File: config.mk
export PLATFORM = sky130hd
export DESIGN_NAME = pong_match_ctrl
export DESIGN_NICKNAME = d
export VERILOG_FILES = /design/src/rtl/pong_match_ctrl.sv
export SDC_FILE = /design/constraint.sdc
export NUM_CORES = 1
export LEC_CHECK = 0
export ABC_AREA = 1
export ABC_CLOCK_PERIOD_IN_PS = 2100
export CAP_MARGIN = 30
export CORE_MARGIN = 2
export CORE_UTILIZATION = 54
export DETAILED_ROUTE_END_ITERATION = 10
export PLACE_DENSITY = 0.87
export SLEW_MARGIN = 20
export SYNTH_ARGS = -nofsm -noshare
export SYNTH_HDL_FRONTEND = slang
export SYNTH_SLANG_ARGS = --single-unit
File: constraint.sdc
create_clock -name clk -period 2.1 [get_ports clk]
set_input_delay 0.315 -clock clk [delete_from_list [all_inputs] [get_ports clk]]
set_output_delay 0.315 -clock clk [all_outputs]
set_load 0.01 [all_outputs]
File: src/rtl/pong_match_ctrl.sv
// Match controller for a two-player pong game.
//
// Debounces the start/pause button on frame boundaries and sequences a match
// through IDLE -> SERVE -> PLAY (<-> PAUSE) -> OVER. It keeps both scores and
// the serve direction, and drives the game datapath's reset and motion enable.
//
// Ports:
//   clk        in   single clock, rising edge
//   reset_n    in   synchronous active-low reset
//   endframe   in   one-clk pulse per video frame
//   start_btn  in   raw start/pause button, active-high
//   goal_left  in   ball left via the left edge (player 2 scores)
//   goal_right in   ball left via the right edge (player 1 scores)
//   game_reset out  re-centres the ball in the datapath
//   play       out  enables ball motion
//   serve_dir  out  0 = serve toward player 1, 1 = toward player 2
//   score1/2   out  player scores
//   winner     out  0 = none, 1 = player 1, 2 = player 2
//   state      out  IDLE=0, SERVE=1, PLAY=2, PAUSE=3, OVER=4
module pong_match_ctrl #(
  parameter int unsigned WIN_SCORE    = 5,
  parameter int unsigned SERVE_FRAMES = 60,
  parameter int unsigned OVER_FRAMES  = 180,
  parameter int unsigned DEB_FRAMES   = 3
) (
  input  logic       clk,
  input  logic       reset_n,
  input  logic       endframe,
  input  logic       start_btn,
  input  logic       goal_left,
  input  logic       goal_right,
  output logic       game_reset,
  output logic       play,
  output logic       serve_dir,
  output logic [3:0] score1,
  output logic [3:0] score2,
  output logic [1:0] winner,
  output logic [2:0] state
);

  typedef enum logic [2:0] {
    StIdle  = 3'd0,
    StServe = 3'd1,
    StPlay  = 3'd2,
    StPause = 3'd3,
    StOver  = 3'd4
  } state_e;

  localparam logic [3:0] DebMax    = 4'(DEB_FRAMES);
  localparam logic [3:0] WinScore  = 4'(WIN_SCORE);
  // Compare against N-1 so the endframe that brings the count to N fires the exit.
  localparam logic [7:0] ServeLast = 8'(SERVE_FRAMES - 1);
  localparam logic [7:0] OverLast  = 8'(OVER_FRAMES - 1);

  state_e     st_q, st_d;
  logic [3:0] deb_cnt_q, deb_cnt_d;
  logic       deb_lvl_q, deb_lvl_d;
  logic [7:0] frame_cnt_q, frame_cnt_d;
  logic [3:0] score1_q, score1_d, score2_q, score2_d;
  logic [1:0] winner_q, winner_d;
  logic       serve_dir_q, serve_dir_d;
  logic       game_reset_q, game_reset_d;
  logic       play_q, play_d;
  logic       press;
  logic [3:0] s1_inc, s2_inc;

  // Debounce: count consecutive high samples, drop on the first low one.
  always_comb begin
    deb_cnt_d = deb_cnt_q;
    deb_lvl_d = deb_lvl_q;
    if (endframe) begin
      if (start_btn) begin
        if (deb_cnt_q < DebMax) deb_cnt_d = deb_cnt_q + 4'd1;
        if (deb_cnt_q >= DebMax - 4'd1) deb_lvl_d = 1'b1;
      end else begin
        deb_cnt_d = 4'd0;
        deb_lvl_d = 1'b0;
      end
    end
  end

  // One strobe per rising edge of the debounced level; a held button stays high.
  assign press  = deb_lvl_d & ~deb_lvl_q;
  assign s1_inc = score1_q + 4'd1;
  assign s2_inc = score2_q + 4'd1;

  always_comb begin
    st_d        = st_q;
    score1_d    = score1_q;
    score2_d    = score2_q;
    winner_d    = winner_q;
    serve_dir_d = serve_dir_q;
    unique case (st_q)
      StIdle: begin
        if (press) begin
          st_d        = StServe;
          score1_d    = 4'd0;
          score2_d    = 4'd0;
          winner_d    = 2'd0;
          serve_dir_d = 1'b1;
        end
      end
      StServe: begin
        if (endframe && frame_cnt_q == ServeLast) st_d = StPlay;
      end
      StPlay: begin
        if (goal_right && !goal_left) begin
          score1_d    = s1_inc;
          serve_dir_d = 1'b1;
          if (s1_inc == WinScore) begin
            st_d     = StOver;
            winner_d = 2'd1;
          end else begin
            st_d = StServe;
          end
        end else if (goal_left && !goal_right) begin
          score2_d    = s2_inc;
          serve_dir_d = 1'b0;
          if (s2_inc == WinScore) begin
            st_d     = StOver;
            winner_d = 2'd2;
          end else begin
            st_d = StServe;
          end
        end else if (press && !goal_left && !goal_right) begin
          // Any goal pulse, even a cancelled simultaneous pair, drops the press.
          st_d = StPause;
        end
      end
      StPause: begin
        if (press) st_d = StPlay;
      end
      StOver: begin
        if (press) begin
          st_d        = StServe;
          score1_d    = 4'd0;
          score2_d    = 4'd0;
          winner_d    = 2'd0;
          serve_dir_d = 1'b1;
        end else if (endframe && frame_cnt_q == OverLast) begin
          st_d = StIdle;
        end
      end
      default: st_d = StIdle;
    endcase

    // Clear on state entry so the entry-cycle endframe is not counted.
    if (st_d != st_q)  frame_cnt_d = 8'd0;
    else if (endframe) frame_cnt_d = frame_cnt_q + 8'd1;
    else               frame_cnt_d = frame_cnt_q;

    game_reset_d = (st_d == StIdle) || (st_d == StServe);
    play_d       = (st_d == StPlay);
  end

  always_ff @(posedge clk) begin
    if (!reset_n) begin
      st_q         <= StIdle;
      deb_cnt_q    <= 4'd0;
      deb_lvl_q    <= 1'b0;
      frame_cnt_q  <= 8'd0;
      score1_q     <= 4'd0;
      score2_q     <= 4'd0;
      winner_q     <= 2'd0;
      serve_dir_q  <= 1'b1;
      game_reset_q <= 1'b1;
      play_q       <= 1'b0;
    end else begin
      st_q         <= st_d;
      deb_cnt_q    <= deb_cnt_d;
      deb_lvl_q    <= deb_lvl_d;
      frame_cnt_q  <= frame_cnt_d;
      score1_q     <= score1_d;
      score2_q     <= score2_d;
      winner_q     <= winner_d;
      serve_dir_q  <= serve_dir_d;
      game_reset_q <= game_reset_d;
      play_q       <= play_d;
    end
  end

  assign state      = st_q;
  assign game_reset = game_reset_q;
  assign play       = play_q;
  assign serve_dir  = serve_dir_q;
  assign score1     = score1_q;
  assign score2     = score2_q;
  assign winner     = winner_q;

endmodule

==> metrics.csv, run 1 <==
stage;metric;value;unit
outcome;status;complete, no violations;
sta;setup_violations;0;
floorplanning;num_rows;19;
power_and_ir_drop;clockPowerShare;34.3;%
logic_synthesis;async_flop_share;0;%
critical_path;critPathMaxFanout;4;
final_layout;fin_cells;296;
logic_synthesis;synth_ff_type;dfxtp_1;
logic_synthesis;ys_seq_area_share;36.11;%
power_and_ir_drop;p_leak;0.8511;nW
power_and_ir_drop;p_sw;235.9;uW
power_and_ir_drop;power_frac_seq;57.3;%
sta;layout_min_cycle_time;1.805;ns
sta;finalHoldViolCount;0;
critical_path;worstPathCellList;ha_1 > nor2_1 > nand2_1 > nand3_1 > inv_1 > nand2_1 > nand2_1 > nand2_1 > nor2_1 > o21ai_0 > o21ai_0 > nor2_1;
clocking;insertion_delay;0.33;ns
critical_path;crit_required;2.31;ns
critical_path;start_kind;flop;
logic_synthesis;ys.warnings.count;0;
power_and_ir_drop;internal_power;751.1;uW
logic_synthesis;synth_common_cells;nand2_1, nor2_1, inv_1;
final_layout;fin_util;69.41;%
clocking;cts_max_level;2;
detailed_routing;drc;0;
power_and_ir_drop;switching_share;23.90;%
logic_synthesis;syn_avg_cell_area;6.842;sq um
critical_path;startpoint;deb_cnt_q[1]$_SDFFE_PN0P_;
logic_synthesis;synth_edf_count;0;
critical_path;path_class;reg -> reg;
placed_design;hpwlAfterDp;2481;um
placed_design;placedInstanceArea;0.001876;sq mm
sta;fin_crit_sh;85.95;%
logic_synthesis;syn-num-nets;250;
final_layout;drive_above_1_share;7.170;%
logic_synthesis;synthCells;235;
critical_path;end_kind;flop;
final_layout;fill_cells;246;
final_layout;diodes;0;
detailed_routing;drt-pass1-iter-count;6;
logic_synthesis;synth-seq-cells;29;
worst_hold_path;min_path_type;reg -> reg;
final_layout;syn_to_final_growth;20.08;%
sta;hold_ws;0.4369;ns
global_routing;grt_pass1_vias;1390;
detailed_routing;num_vias;1561;
logic_synthesis;yosysTopAreaCell;dfxtp_1;
clocking;cts_tree;yes;
floorplanning;die_h;58.57;um
sta;rsz0062_at_grt;false;
floorplanning;start_util;57.80;%
sta;max_freq;0.5540;GHz
logic_synthesis;ys_types;24;
global_routing;grt_max_degree;16;
critical_path;critical_path.most_common_cell;nand2_1;
global_routing;grt_pass1_wl;5727;um
sta;worst_pin_slew;0.4706;ns
power_and_ir_drop;irDropWorstVdd;468.9;uV
clocking;numCtsBuffers;5;
critical_path;cp_slowest_cell;dfxtp_1;
clocking;path_clk_slew;0.08;ns
floorplanning;fp.dieW;58.57;um
sta;slew_viol_final;0;
global_routing;grtUsageTotal;21.96;%
detailed_routing;wl_per_cell;11.46;um
clocking;cts_setup_buffers;0;
final_layout;fin_area;0.001931;sq mm
clocking;cts_hold_buf;0;
detailed_routing;wl;3391;um
detailed_routing;postRouteAntennaNets;0;
global_routing;overflow;0;
clocking;cts_root_buffer;clkbuf_4;
floorplanning;dieArea;0.003430;sq mm
logic_synthesis;yosysTopAreaCellShare;36.11;%
floorplanning;coreArea;0.002781;sq mm
final_layout;fin_nets;280;
placed_design;numPortBuffers;21;
logic_synthesis;yosys-top-cells-area;dfxtp_1, nand2_1, nor2_1;
critical_path;critical-path-max-stage-delay;0.39;ns
critical_path;critPathArrivalTime;2.01;ns
worst_hold_path;min-delay-start;deb_cnt_q[2]$_SDFFE_PN0P_;
logic_synthesis;synth.most_common_cell;nand2_1;
flow_run;drv_cap;0;
placed_design;gp_congestion;0.9124;
power_and_ir_drop;powerDensity;511.2;mW/mm^2
detailed_routing;drt_iter0_markers;56;
sta;relSlewSlack;68.59;%
clocking;cts_sinks;29;
critical_path;regToRegStartpoint;deb_cnt_q[1]$_SDFFE_PN0P_;
clocking;cts_resized;0;
floorplanning;io_pins;22;
placed_design;dp_cells;289;
clocking;clk_path_buf_depth;2;
power_and_ir_drop;combPwrFrac;8.4;%
sta;fin_tns_setup;0;ns
global_routing;antenna_found_initial;0;
sta;finClkSkew;0.006331;ns
logic_synthesis;netlist_area;0.001608;sq mm
detailed_routing;viasPerCell;5.274;
-- worst paths after layout --
path / depth (start not counted) / end / slack (ns)
setup / recovery: 12 / winner[0]$_SDFFE_PN0P_ / 0.29
hold / removal: 2 / deb_cnt_q[2]$_SDFFE_PN0P_ / 0.44
setup reg to reg: 12 / winner[0]$_SDFFE_PN0P_ / 0.29
hold reg to reg: 2 / deb_cnt_q[2]$_SDFFE_PN0P_ / 0.44
-- final cells by class --
cell class	instances	area [sq um]	area share, %
sequential	29	580.6	30.07
timing repair buffer	25	240.2	12.44
inverter	39	146.4	7.583
tap	31	38.79	2.009
clock buffer	7	55.05	2.852
multi-input combinational	165	869.6	45.04
-- metal layers --
layer	global-route usage (%)	wire length, um	vias to the layer above
li1	-	-	807
met1	27.00	1547	706
met2	36.12	1615	40
met3	5.934	188	8
met4	9.302	40	0
met5	0	0	-
-- flip-flops by register name, summed over array words and instances (netlist names), 2 cells and up --
name and flops:
deb_cnt_q 4, score1 4, score2 4, frame_cnt_q 8, state 3, winner 2
-- layout by cell type, fill, tap and decap left out, types with 2 or more instances in the layout --
cell and count:
clkbuf_4 5, nor2_1 41, nand3_1 17, o21ai_0 8
nor2_2 4, inv_1 39, nand2_1 47, ha_1 9
dfxtp_1 29, o211ai_1 2, nor3_1 3, buf_4 4
xnor2_1 3, clkdlybuf4s50_1 21, nand4_1 6, a21oi_1 13
a22oi_1 2, xor2_1 3
-- critical path, delay by kind of cell, from the launching register on --
| kind | cells | cell delay (ns) |
|---|---|---|
| AOI/OAI and AO/OA | 2 | 0.22 |
| buffers and inverters | 1 | 0.10 |
| and+or+nand+nor | 8 | 0.81 |
| DFF | 1 | 0.39 |
| adders and majority gates | 1 | 0.17 |
-- power by group through the flow --
| stage | Combinational, mW | Sequential [mW] | Clock [mW] |
|---|---|---|---|
| final | 0.0831 | 0.565 | 0.338 |
| after global routing | 0.0946 | 0.567 | 0.358 |
| after CTS | 0.0831 | 0.565 | 0.341 |
| after detailed placement | 0.0826 | 0.578 | 0 |
| after global placement | 0.0808 | 0.578 | 0 |
| after floorplan | 0.0534 | 0.577 | 0 |
-- stage by stage --
| stage | worst slack [ns] | power [mW] |
|---|---|---|
| 2_1_floorplan | 0.5401 | 0.6307 |
| 3_3_place_gp | 0.03760 | 0.6587 |
| 3_5_place_dp | -0.02204 | 0.6609 |
| 4_1_cts | 0.2910 | 0.9890 |
| 5_1_grt | 0.07164 | 1.019 |
| 6_report | 0.2950 | 0.9869 |
-- logic make-up after synthesis --
logic type	count (synthesis)	share of synthesized area, %
flip-flops	29	36.11
AO/OA/AOI/OAI	27	9.649
XOR/XNOR	6	3.269
buffers and inverters	41	9.805
AND/OR/NAND/NOR	122	33.54
adder cells (fa/ha/maj)	9	7.004
multiplexers	1	0.6226
(Power assumes the default switching activity.)
==> run 2: changes to the inputs <==
Settings changed: CORE_UTILIZATION 54 to 29, HOLD_SLACK_MARGIN set to 0.05, PLACE_DENSITY 0.87 to 0.56.
==> metrics.csv, run 2 (synthesis results as in run 1) <==
stage;metric;value;unit;change
clocking;path_clk_slew;0.06;ns;-0.02 ns
sta;setup_violations;0;;unchanged
final_layout;diodes;0;;unchanged
floorplanning;die_h;78.46;um;+34%
clocking;cts_sinks;29;;unchanged
sta;worst_pin_slew;0.4768;ns;+0.006228 ns
global_routing;grt_pass1_vias;1362;;-2.0%
critical_path;start_kind;input pin;;
power_and_ir_drop;powerDensity;543.3;mW/mm^2;+6.3%
sta;max_freq;0.5483;GHz;-1.0%
global_routing;grtUsageTotal;12.31;%;-9.6 points
placed_design;hpwlAfterDp;2677;um;+7.9%
final_layout;mostFrequentLayoutCells;nand2_1, nor2_1, inv_1, dfxtp_1, clkdlybuf4s50_1;;
power_and_ir_drop;irDropWorstVdd;244.1;uV;-48%
power_and_ir_drop;combPwrFrac;7.7;%;-0.7 points
sta;relSlewSlack;68.18;%;-0.42 points
sta;setup_ws;0.2761;ns;-0.01884 ns
flow_run;drv_cap;0;;unchanged
floorplanning;num_rows;27;;+8
critical_path;critPathMaxFanout;4;;unchanged
clocking;numCtsBuffers;5;;unchanged
floorplanning;start_util;29.56;%;-28 points
floorplanning;coreArea;0.005439;sq mm;+96%
final_layout;regMostFlops;frame_cnt_q;;
power_and_ir_drop;power;1.096;mW;+11%
clocking;insertion_delay;0.28;ns;-0.05 ns
final_layout;drive_above_1_share;7.865;%;+0.70 points
critical_path;critPathArrivalTime;1.98;ns;-0.03 ns
power_and_ir_drop;power_frac_seq;51.6;%;-5.7 points
detailed_routing;viasPerCell;4.369;;-17%
final_layout;fin_area;0.002017;sq mm;+4.5%
placed_design;gp_congestion;0.8073;;-12%
final_layout;fin_nets;281;;+0.36%
sta;hold_ws;0.4404;ns;+0.003525 ns
critical_path;crit_required;2.26;ns;-0.05 ns
power_and_ir_drop;clockPowerShare;40.7;%;+6.4 points
global_routing;overflow;0;;unchanged
critical_path;end_kind;flop;;
detailed_routing;postRouteAntennaNets;0;;unchanged
sta;rsz0062_at_grt;false;;
power_and_ir_drop;switching_share;24.84;%;+0.94 points
clocking;cts_max_level;2;;unchanged
floorplanning;io_pins;22;;unchanged
sta;finalHoldViolCount;0;;unchanged
worst_hold_path;min_path_type;reg -> reg;;
placed_design;pre_cts_slack;-0.01986;ns;+0.002174 ns
detailed_routing;drt-pass1-iter-count;4;;-2
global_routing;antenna_found_initial;0;;unchanged
power_and_ir_drop;p_leak;0.8701;nW;+2.2%
power_and_ir_drop;p_sw;272.2;uW;+15%
clocking;clk_path_buf_depth;2;;unchanged
clocking;cts_hold_buf;0;;unchanged
clocking;cts_setup_buffers;0;;unchanged
placed_design;placedInstanceArea;0.001934;sq mm;+3.1%
detailed_routing;drc;0;;unchanged
sta;finClkSkew;0.003914;ns;-0.002416 ns
floorplanning;fp.dieW;78.46;um;+34%
detailed_routing;drt_iter0_markers;41;;-27%
detailed_routing;wl_per_cell;10.11;um;-12%
power_and_ir_drop;internal_power;823.6;uW;+9.7%
critical_path;path_class;in -> reg;;
final_layout;fin_util;37.08;%;-32 points
final_layout;final_common_cell;nand2_1;;
outcome;status;complete, no violations;;
placed_design;numPortBuffers;21;;unchanged
final_layout;fill_cells;602;;+140%
final_layout;fin_cells;339;;+15%
detailed_routing;wl;3426;um;+1.0%
sta;fin_crit_sh;86.85;%;+0.90 points
final_layout;largest_reg_flops;8;;unchanged
floorplanning;dieArea;0.006156;sq mm;+79%
sta;fin_tns_setup;0;ns;unchanged
clocking;cts_tree;yes;;
global_routing;grt_pass1_wl;5996;um;+4.7%
sta;layout_min_cycle_time;1.824;ns;+0.01884 ns
final_layout;syn_to_final_growth;25.45;%;
clocking;cts_resized;0;;unchanged
sta;slew_viol_final;0;;unchanged
clocking;cts_root_buffer;clkbuf_8;;
detailed_routing;num_vias;1481;;-5.1%
global_routing;grt_max_degree;16;;unchanged
placed_design;dp_cells;331;;+15%
-- run 2: cell count changes in the layout (fill, tap and decap cells not counted), sizes merged --
cell    previous run  this run
clkinv             0         2
clkbuf             7         6
buf                4         5
-- run 2: power groups by stage --
stage                     sequential [mW]  clock [mW]  combinational, mW
final                               0.565       0.447             0.0839
after global routing                0.566       0.485             0.0954
after CTS                           0.566       0.457             0.0851
after detailed placement            0.578           0             0.0847
after global placement              0.578           0             0.0842
after floorplan                     0.577           0             0.0534
-- run 2: worst paths after layout --
check                             from                          end  slack (ns)  cells after the start
min          deb_cnt_q[2]$_SDFFE_PN0P_    deb_cnt_q[2]$_SDFFE_PN0P_        0.44                      2
max reg2reg  deb_cnt_q[0]$_SDFFE_PN0P_  frame_cnt_q[0]$_SDFFE_PP0P_        0.28                      9
max                          start_btn       winner[0]$_SDFFE_PN0P_        0.28                     12
min reg2reg  deb_cnt_q[2]$_SDFFE_PN0P_    deb_cnt_q[2]$_SDFFE_PN0P_        0.44                      2
-- run 2: final cells by class --
type,instances,area [sq um],share of cell area (%)
Multi-Input combinational cell,165,869.6,43.11
Sequential cell,29,580.6,28.78
Timing Repair Buffer,26,247.7,12.28
Inverter,39,146.4,7.258
Tap cell,72,90.09,4.467
Clock buffer,6,72.57,3.598
Clock inverter,2,10.01,0.4963
-- run 2: worst max-delay path, stage by stage --
cell and delay, ns:
clkdlybuf4s50_1 0.51, inv_1 0.07, nor2_1 0.12, nand3_1 0.16, inv_1 0.09, nand2_1 0.06, nand2_1 0.14, nand2_1 0.09
nor2_1 0.18, o21ai_0 0.11, o21ai_0 0.09, nor2_1 0.05
-- run 2: per-layer routing --
layer  up-vias  share of wire (%)  track usage [%]
li1        800                  -                -
met2        16                 47            19.40
met1       658                 48            15.22
met4         0                2.1            5.965
met3         7                3.0            3.793
met5         -                  0                0
